File: src/rtl/sha3_miner_pkg.sv
// Shared definitions for the SHA3-256 miner nonce sequencer: field widths,
// control/status bit positions and the sequencer state encoding.
package sha3_miner_pkg;

    localparam int NONCE_W = 64;
    localparam int HASH_W  = 256;
    localparam int CTRL_W  = 19;
    localparam int STAT_W  = 7;
    localparam int LIMIT_W = 32;

    // control register fields
    localparam int RUN_BIT       = 0;
    localparam int TEST_BIT      = 1;
    localparam int HALT_BIT      = 2;
    localparam int PAD_LAST_LSB  = 3;
    localparam int PAD_LAST_MSB  = 10;
    localparam int PAD_FIRST_LSB = 11;
    localparam int PAD_FIRST_MSB = 18;

    // status register fields
    localparam int STAT_FOUND_BIT   = 0;
    localparam int STAT_RUNNING_BIT = 1;
    localparam int STAT_TESTING_BIT = 2;
    localparam int STAT_STAGES_LSB  = 3;
    localparam int STAT_STAGES_MSB  = 6;

    typedef enum logic [1:0] {
        ST_IDLE  = 2'd0,
        ST_RUN   = 2'd1,
        ST_FOUND = 2'd2,
        ST_DONE  = 2'd3
    } miner_state_e;

endpackage

File: src/rtl/sha3_nonce_delay.sv
// STAGES-deep shift register of {valid, nonce} that mirrors the keccak
// pipeline, so the entry at the tail is the nonce whose hash is arriving now.
// flush clears every valid bit (including the one being shifted in).
module sha3_nonce_delay
    import sha3_miner_pkg::*;
#(
    parameter int unsigned STAGES = 8
) (
    input  logic               clk,
    input  logic               rst,
    input  logic               flush,
    input  logic               in_valid,
    input  logic [NONCE_W-1:0] in_nonce,
    output logic               out_valid,
    output logic [NONCE_W-1:0] out_nonce,
    output logic               any_valid
);

    logic               stage_valid_q [STAGES];
    logic               stage_valid_d [STAGES];
    logic [NONCE_W-1:0] stage_nonce_q [STAGES];
    logic [NONCE_W-1:0] stage_nonce_d [STAGES];

    generate
        for (genvar gi = 0; gi < STAGES; gi++) begin : g_stage
            logic               prev_valid;
            logic [NONCE_W-1:0] prev_nonce;

            if (gi == 0) begin : g_head
                assign prev_valid = in_valid;
                assign prev_nonce = in_nonce;
            end else begin : g_body
                assign prev_valid = stage_valid_q[gi-1];
                assign prev_nonce = stage_nonce_q[gi-1];
            end

            // shift one place per clock; flush kills the valid bit
            always_comb begin
                stage_valid_d[gi] = prev_valid & ~flush;
                stage_nonce_d[gi] = prev_nonce;
            end

            // stage register
            always_ff @(posedge clk) begin
                if (rst) begin
                    stage_valid_q[gi] <= 1'b0;
                    stage_nonce_q[gi] <= '0;
                end else begin
                    stage_valid_q[gi] <= stage_valid_d[gi];
                    stage_nonce_q[gi] <= stage_nonce_d[gi];
                end
            end
        end
    endgenerate

    assign out_valid = stage_valid_q[STAGES-1];
    assign out_nonce = stage_nonce_q[STAGES-1];

    // any nonce still in flight (used to decide when draining is complete)
    always_comb begin
        any_valid = 1'b0;
        for (int i = 0; i < STAGES; i++) begin
            any_valid = any_valid | stage_valid_q[i];
        end
    end

endmodule

File: src/rtl/sha3_miner_seq.sv
// Nonce sequencer and result checker for the SHA3-256 mining core.
// Issues one nonce per clock while running, tracks in-flight nonces through a
// delay line matching the keccak latency, and captures the first nonce whose
// hash is strictly below the difficulty target.
// Optional build macro SHA3_MINER_NONCE_LIMIT_EN adds a nonce_limit input that
// bounds the number of nonces issued per run (0 = unlimited).
module sha3_miner_seq
    import sha3_miner_pkg::*;
#(
    parameter int unsigned STAGES = 8
) (
    input  logic               clk,
    input  logic               rst,
    input  logic [63:0]        start_nonce,
    input  logic [255:0]       difficulty,
    input  logic [18:0]        control,
`ifdef SHA3_MINER_NONCE_LIMIT_EN
    input  logic [31:0]        nonce_limit,
`endif
    input  logic [255:0]       hash_in,
    input  logic               hash_valid,
    output logic [63:0]        nonce_out,
    output logic               nonce_valid,
    output logic [7:0]         pad_first,
    output logic [7:0]         pad_last,
    output logic [63:0]        solution,
    output logic [6:0]         status,
    output logic               irq
);

    localparam logic [3:0] STAGES_FIELD = 4'(STAGES);

    miner_state_e       state_q,       state_d;
    logic [NONCE_W-1:0] counter_q,     counter_d;
    logic [NONCE_W-1:0] start_q,       start_d;
    logic [NONCE_W-1:0] nonce_out_q,   nonce_out_d;
    logic               nonce_valid_q, nonce_valid_d;
    logic               issuing_q,     issuing_d;
    logic [NONCE_W-1:0] solution_q,    solution_d;
    logic               found_q,       found_d;
    logic               running_q,     running_d;
    logic               testing_q,     testing_d;
    logic [7:0]         pad_first_q,   pad_first_d;
    logic [7:0]         pad_last_q,    pad_last_d;
`ifdef SHA3_MINER_NONCE_LIMIT_EN
    logic [LIMIT_W-1:0] issued_cnt_q,  issued_cnt_d;
    logic [LIMIT_W-1:0] issued_inc;
`endif

    logic               run_req;
    logic               halt_req;
    logic [NONCE_W-1:0] counter_inc;
    logic               dly_flush;
    logic               tail_valid;
    logic [NONCE_W-1:0] tail_nonce;
    logic               dly_any_valid;
    logic               hit;

    assign run_req     = control[RUN_BIT];
    assign halt_req    = control[HALT_BIT];
    assign counter_inc = counter_q + 64'd1;
`ifdef SHA3_MINER_NONCE_LIMIT_EN
    assign issued_inc  = issued_cnt_q + 32'd1;
`endif

    // A returned hash counts only when it pairs with a live in-flight nonce;
    // test mode forces the single test nonce to be accepted.
    assign hit = (state_q == ST_RUN) && hash_valid && tail_valid &&
                 ((hash_in < difficulty) || testing_q);

    sha3_nonce_delay #(
        .STAGES (STAGES)
    ) u_delay (
        .clk       (clk),
        .rst       (rst),
        .flush     (dly_flush),
        .in_valid  (nonce_valid_q),
        .in_nonce  (nonce_out_q),
        .out_valid (tail_valid),
        .out_nonce (tail_nonce),
        .any_valid (dly_any_valid)
    );

    // next-state and output logic of the run sequencer
    always_comb begin
        state_d       = state_q;
        counter_d     = counter_q;
        start_d       = start_q;
        nonce_out_d   = nonce_out_q;
        nonce_valid_d = 1'b0;
        issuing_d     = issuing_q;
        solution_d    = solution_q;
        found_d       = found_q;
        running_d     = running_q;
        testing_d     = testing_q;
        pad_first_d   = pad_first_q;
        pad_last_d    = pad_last_q;
        dly_flush     = (state_q != ST_RUN);
`ifdef SHA3_MINER_NONCE_LIMIT_EN
        issued_cnt_d  = issued_cnt_q;
`endif

        case (state_q)
            ST_IDLE: begin
                if (run_req && !halt_req) begin
                    counter_d   = start_nonce;
                    start_d     = start_nonce;
                    pad_first_d = control[PAD_FIRST_MSB:PAD_FIRST_LSB];
                    pad_last_d  = control[PAD_LAST_MSB:PAD_LAST_LSB];
                    testing_d   = control[TEST_BIT];
                    found_d     = 1'b0;
                    solution_d  = '0;
                    issuing_d   = 1'b1;
                    running_d   = 1'b1;
`ifdef SHA3_MINER_NONCE_LIMIT_EN
                    issued_cnt_d = '0;
`endif
                    state_d     = ST_RUN;
                end
            end

            ST_RUN: begin
                if (halt_req) begin
                    // halt beats a simultaneous hit: abandon without capture
                    issuing_d = 1'b0;
                    running_d = 1'b0;
                    dly_flush = 1'b1;
                    state_d   = ST_IDLE;
                end else if (hit) begin
                    solution_d = tail_nonce;
                    found_d    = 1'b1;
                    issuing_d  = 1'b0;
                    running_d  = 1'b0;
                    dly_flush  = 1'b1;
                    state_d    = ST_FOUND;
                end else if (issuing_q) begin
                    nonce_out_d   = counter_q;
                    nonce_valid_d = 1'b1;
                    counter_d     = counter_inc;
                    // test mode issues one nonce; wrapping back to the start
                    // means the whole nonce space has been covered
                    if (testing_q || (counter_inc == start_q)) begin
                        issuing_d = 1'b0;
                    end
`ifdef SHA3_MINER_NONCE_LIMIT_EN
                    issued_cnt_d = issued_inc;
                    if ((nonce_limit != '0) && (issued_inc == nonce_limit)) begin
                        issuing_d = 1'b0;
                    end
`endif
                end else if (!nonce_valid_q && !dly_any_valid) begin
                    // all in-flight nonces drained without a hit
                    running_d = 1'b0;
                    state_d   = ST_DONE;
                end
            end

            ST_FOUND, ST_DONE: begin
                // the run bit must drop before another run may start
                if (!run_req) begin
                    state_d = ST_IDLE;
                end
            end

            default: begin
                state_d = ST_IDLE;
            end
        endcase
    end

    // sequencer state registers
    always_ff @(posedge clk) begin
        if (rst) begin
            state_q       <= ST_IDLE;
            counter_q     <= '0;
            start_q       <= '0;
            nonce_out_q   <= '0;
            nonce_valid_q <= 1'b0;
            issuing_q     <= 1'b0;
            solution_q    <= '0;
            found_q       <= 1'b0;
            running_q     <= 1'b0;
            testing_q     <= 1'b0;
            pad_first_q   <= '0;
            pad_last_q    <= '0;
`ifdef SHA3_MINER_NONCE_LIMIT_EN
            issued_cnt_q  <= '0;
`endif
        end else begin
            state_q       <= state_d;
            counter_q     <= counter_d;
            start_q       <= start_d;
            nonce_out_q   <= nonce_out_d;
            nonce_valid_q <= nonce_valid_d;
            issuing_q     <= issuing_d;
            solution_q    <= solution_d;
            found_q       <= found_d;
            running_q     <= running_d;
            testing_q     <= testing_d;
            pad_first_q   <= pad_first_d;
            pad_last_q    <= pad_last_d;
`ifdef SHA3_MINER_NONCE_LIMIT_EN
            issued_cnt_q  <= issued_cnt_d;
`endif
        end
    end

    assign nonce_out   = nonce_out_q;
    assign nonce_valid = nonce_valid_q;
    assign pad_first   = pad_first_q;
    assign pad_last    = pad_last_q;
    assign solution    = solution_q;
    assign status      = {STAGES_FIELD, testing_q, running_q, found_q};
    assign irq         = found_q;

endmodule

File: config.mk
export PLATFORM = sky130hd
export DESIGN_NAME = sha3_miner_seq
export DESIGN_NICKNAME = d
export VERILOG_FILES = /design/src/rtl/sha3_miner_pkg.sv /design/src/rtl/sha3_nonce_delay.sv /design/src/rtl/sha3_miner_seq.sv
export SDC_FILE = /design/constraint.sdc
export NUM_CORES = 2
export LEC_CHECK = 0
export CORE_ASPECT_RATIO = 0.5
export CORE_MARGIN = 2
export CORE_UTILIZATION = 40
export CTS_CLUSTER_DIAMETER = 100
export DETAILED_ROUTE_END_ITERATION = 8
export PLACE_DENSITY = 0.66
export SYNTH_ARGS = -nofsm -noshare
export SYNTH_HDL_FRONTEND = slang
export SYNTH_SLANG_ARGS = --single-unit
File: constraint.sdc
create_clock -name clk -period 3.8 [get_ports clk]
set_input_delay 0.57 -clock clk [delete_from_list [all_inputs] [get_ports clk]]
set_output_delay 0.57 -clock clk [all_outputs]
set_load 0.02 [all_outputs]
==> results.cfg <==
[pwr]
power_frac_comb_pct = 12.3
power.internal_mw = 14.3
p_sw_share_pct = 23.8
ir_worst_vdd_uv = 385
p_sw_mw = 4.46
p_leak_nw = 19.1
pwr-share-seq_pct = 45.6
clkPwrFrac_pct = 42.1
power_density_nw_per_um2 = 407

[sta]
min_period_over_period_pct = 98.9
drv_slew = 0
fin_ws_ps = 40.4
hold_viol = 0
worst_pin_slew_ps = 997
slew_headroom_pct = 33.5
fin_skew_ps = 19.9
rsz0062_at_grt = true
max_freq_mhz = 266
setup_violations = 0
fin_crit_ps = 3760

[yosys]
synthArstFlopShare_pct = 0
ys_ff_latch = 799
synth-edff-count = 0
postSynthCellCount = 3532
synth.avg_cell_area_um2 = 9.42
synthFlopType = dfxtp_1
synth.distinct_cells = 83
mappedNetlistArea_um2 = 33300
seq_area_frac_synth_pct = 48.1
yosysWarnings = 0

[cts]
cts-htree-levels = 3
clk_latency_ps = 620
clock_path_buffers = 3
cts_sinks = 799
cts-root-buf = clkbuf_16
numCtsBuffers = 73
clk_pin_slew_ps = 70
cts_tree = yes

[cells_and_area]
drive_gt1_share_pct = 9.08
final_common_cell = dfxtp_1
fin_nets = 5193
area_growth_pct = 38.6
post-route-util_pct = 56.2
final_cell_mix = 798 x dfxtp_1, 740 x clkdlybuf4s50_1, 518 x nor2b_1

[drt]
drtAntennaViolNets = 0
viasPerCell = 5.01
drc_errors = 0
dr.first_iter.drc_count = 2136
routed_wl_um = 118000
avgRoutedWirePerCell_um = 21.4
first_pass_iters = 6
vias = 27700

[floorplanning]
rows = 74
io_pins = 751
initial_utilization_pct = 40.6
die_h_um = 208
die_width_um = 412
fp.coreArea_um2 = 82000
die-area_um2 = 85700

[outcome]
status = complete, no violations

[place]
dp_slack_ps = -1010
routabilityCongestion = 0.957
hpwl_um = 93500
port_buffers = 746

[worst_setup_path]
r2r_start = counter_q[0]
end_kind = register
crit_path_max_fanout = 22
worst_setup_path_start_kind = input port
cp_data_required_time_ps = 4320
critPathLaunch = difficulty[206]
crit_arrival_ps = 4280
crit_type = in2reg

[min_path]
min_path_type = in2reg
hp-start = rst

[grt]
grt_antenna_before_repair = 27
grt_pass1_vias = 26800
grt_start_max_net_pins = 171
overflow = 0
grt_pass1_wl_um = 173000
grt_util_all_layers_pct = 26.6

[flow_run]
drv_cap = 0
[cell type report]
| class | instances | area, um2 |
|---|---|---|
| Clock inverter | 36 | 597 |
| Clock buffer | 96 | 2020 |
| Tap cell | 1102 | 1380 |
| Fill cell | 7233 | 35900 |
| Sequential cell | 799 | 16000 |
| Antenna cell | 23 | 57.6 |
| Inverter | 271 | 1020 |
| Multi-Input combinational cell | 2252 | 15700 |
| Timing Repair Buffer | 942 | 9360 |
[per-layer routing]
metal / vias up / part of all wire (%) / wire length, um / global-route usage, %
met4: 8 / 2.2 / 2570 / 8.04
met3: 133 / 5.6 / 6600 / 4.65
met1: 13100 / 42 / 49600 / 32.7
met5: - / 0.048 / 57 / 0
met2: 793 / 50 / 59500 / 47.3
li1: 13600 / - / - / -
[cells by family after synthesis]
group           count (synthesis)  synth area share, %
flops                         799                 48.1
buf+inv                       484                 5.95
other cells                     2               0.0226
fa+ha+maj                     256                 9.62
mux                            11                0.335
compound gates                662                 13.3
simple gates                 1225                 20.3
xor+xnor                       93                 2.45
[timing repair]
action / CTS / global route
buffers inserted: 3 / 4
endpoints found under the hold margin: 0 / 0
gates resized for setup: 28 / 49
setup endpoints to repair: 191 / 190
pin swaps: 10 / 27
hold buffers: 0 / 0
gates cloned: 3 / 1
[stage by stage]
stage          cell area, um2  hold slack (ps)  power, mW  std cells  setup TNS [ps]
2_1_floorplan           33300              414       9.75       3534               0
3_3_place_gp            42900              416       10.9       5355         -159660
3_5_place_dp            42900              420       11.0       5355         -161460
4_1_cts                 45800              309       18.9       5493               0
5_1_grt                 46100              329       19.5       5518           -1530
6_report                46100              336       18.8       5521               0
[power by group through the flow]
stage / Combinational (mW) / Sequential (mW) / Clock, mW
floorplan: 1.02 / 8.73 / 0
global placement: 2.16 / 8.75 / 0
detailed placement: 2.20 / 8.76 / 0
CTS: 2.26 / 8.57 / 8.05
global route: 2.52 / 8.58 / 8.39
finish: 2.31 / 8.57 / 7.90
[cells in the mapped netlist, types with 34 or more instances]
cell type | number | share of area, %
o32ai_1 | 34 | 0.89
nor3_1 | 56 | 0.84
nand3_1 | 58 | 0.87
xnor2_1 | 65 | 1.7
nand4_1 | 65 | 1.2
clkbuf_1 | 138 | 1.6
o22a_1 | 62 | 1.6
dfxtp_1 | 799 | 48
nand2_1 | 317 | 3.6
buf_2 | 48 | 0.72
nor2_1 | 81 | 0.91
ha_1 | 256 | 9.6
a22o_1 | 64 | 1.7
o21ai_0 | 69 | 1.0
a21oi_1 | 269 | 4.0
nor2b_1 | 519 | 9.8
inv_1 | 271 | 3.1
[final timing paths]
kind                                         to  slack [ps]  cells after the start
setup reg to reg                      issuing_q         190                     12
hold reg to reg    u_delay.stage_nonce_q[0][70]         420                      1
hold / removal    u_delay.stage_nonce_q[0][112]         340                      2
setup / recovery                  counter_q[41]          40                     15
[flip-flops by register name, summed over array words and instances (netlist names)]
name	flops
counter_q	64
irq	1
issuing_q	1
nonce_out	64
nonce_valid	1
pad_first	8
pad_last	8
running_q	1
solution	64
start_q	64
state_q	2
testing_q	1
u_delay.stage_nonce_q	512
u_delay.stage_valid_q	8
[critical path, cell delays in order]
cell,delay [ps]
clkdlybuf4s50_1,480
inv_2,70
ha_4,250
a21oi_1,140
nand2_1,70
a221o_1,300
a2111o_1,460
a2111oi_4,420
nand2_2,120
or3_4,510
a21oi_4,180
buf_12,170
bufbuf_16,330
a21oi_1,60
o32ai_1,140
(Power assumes the default switching activity.)
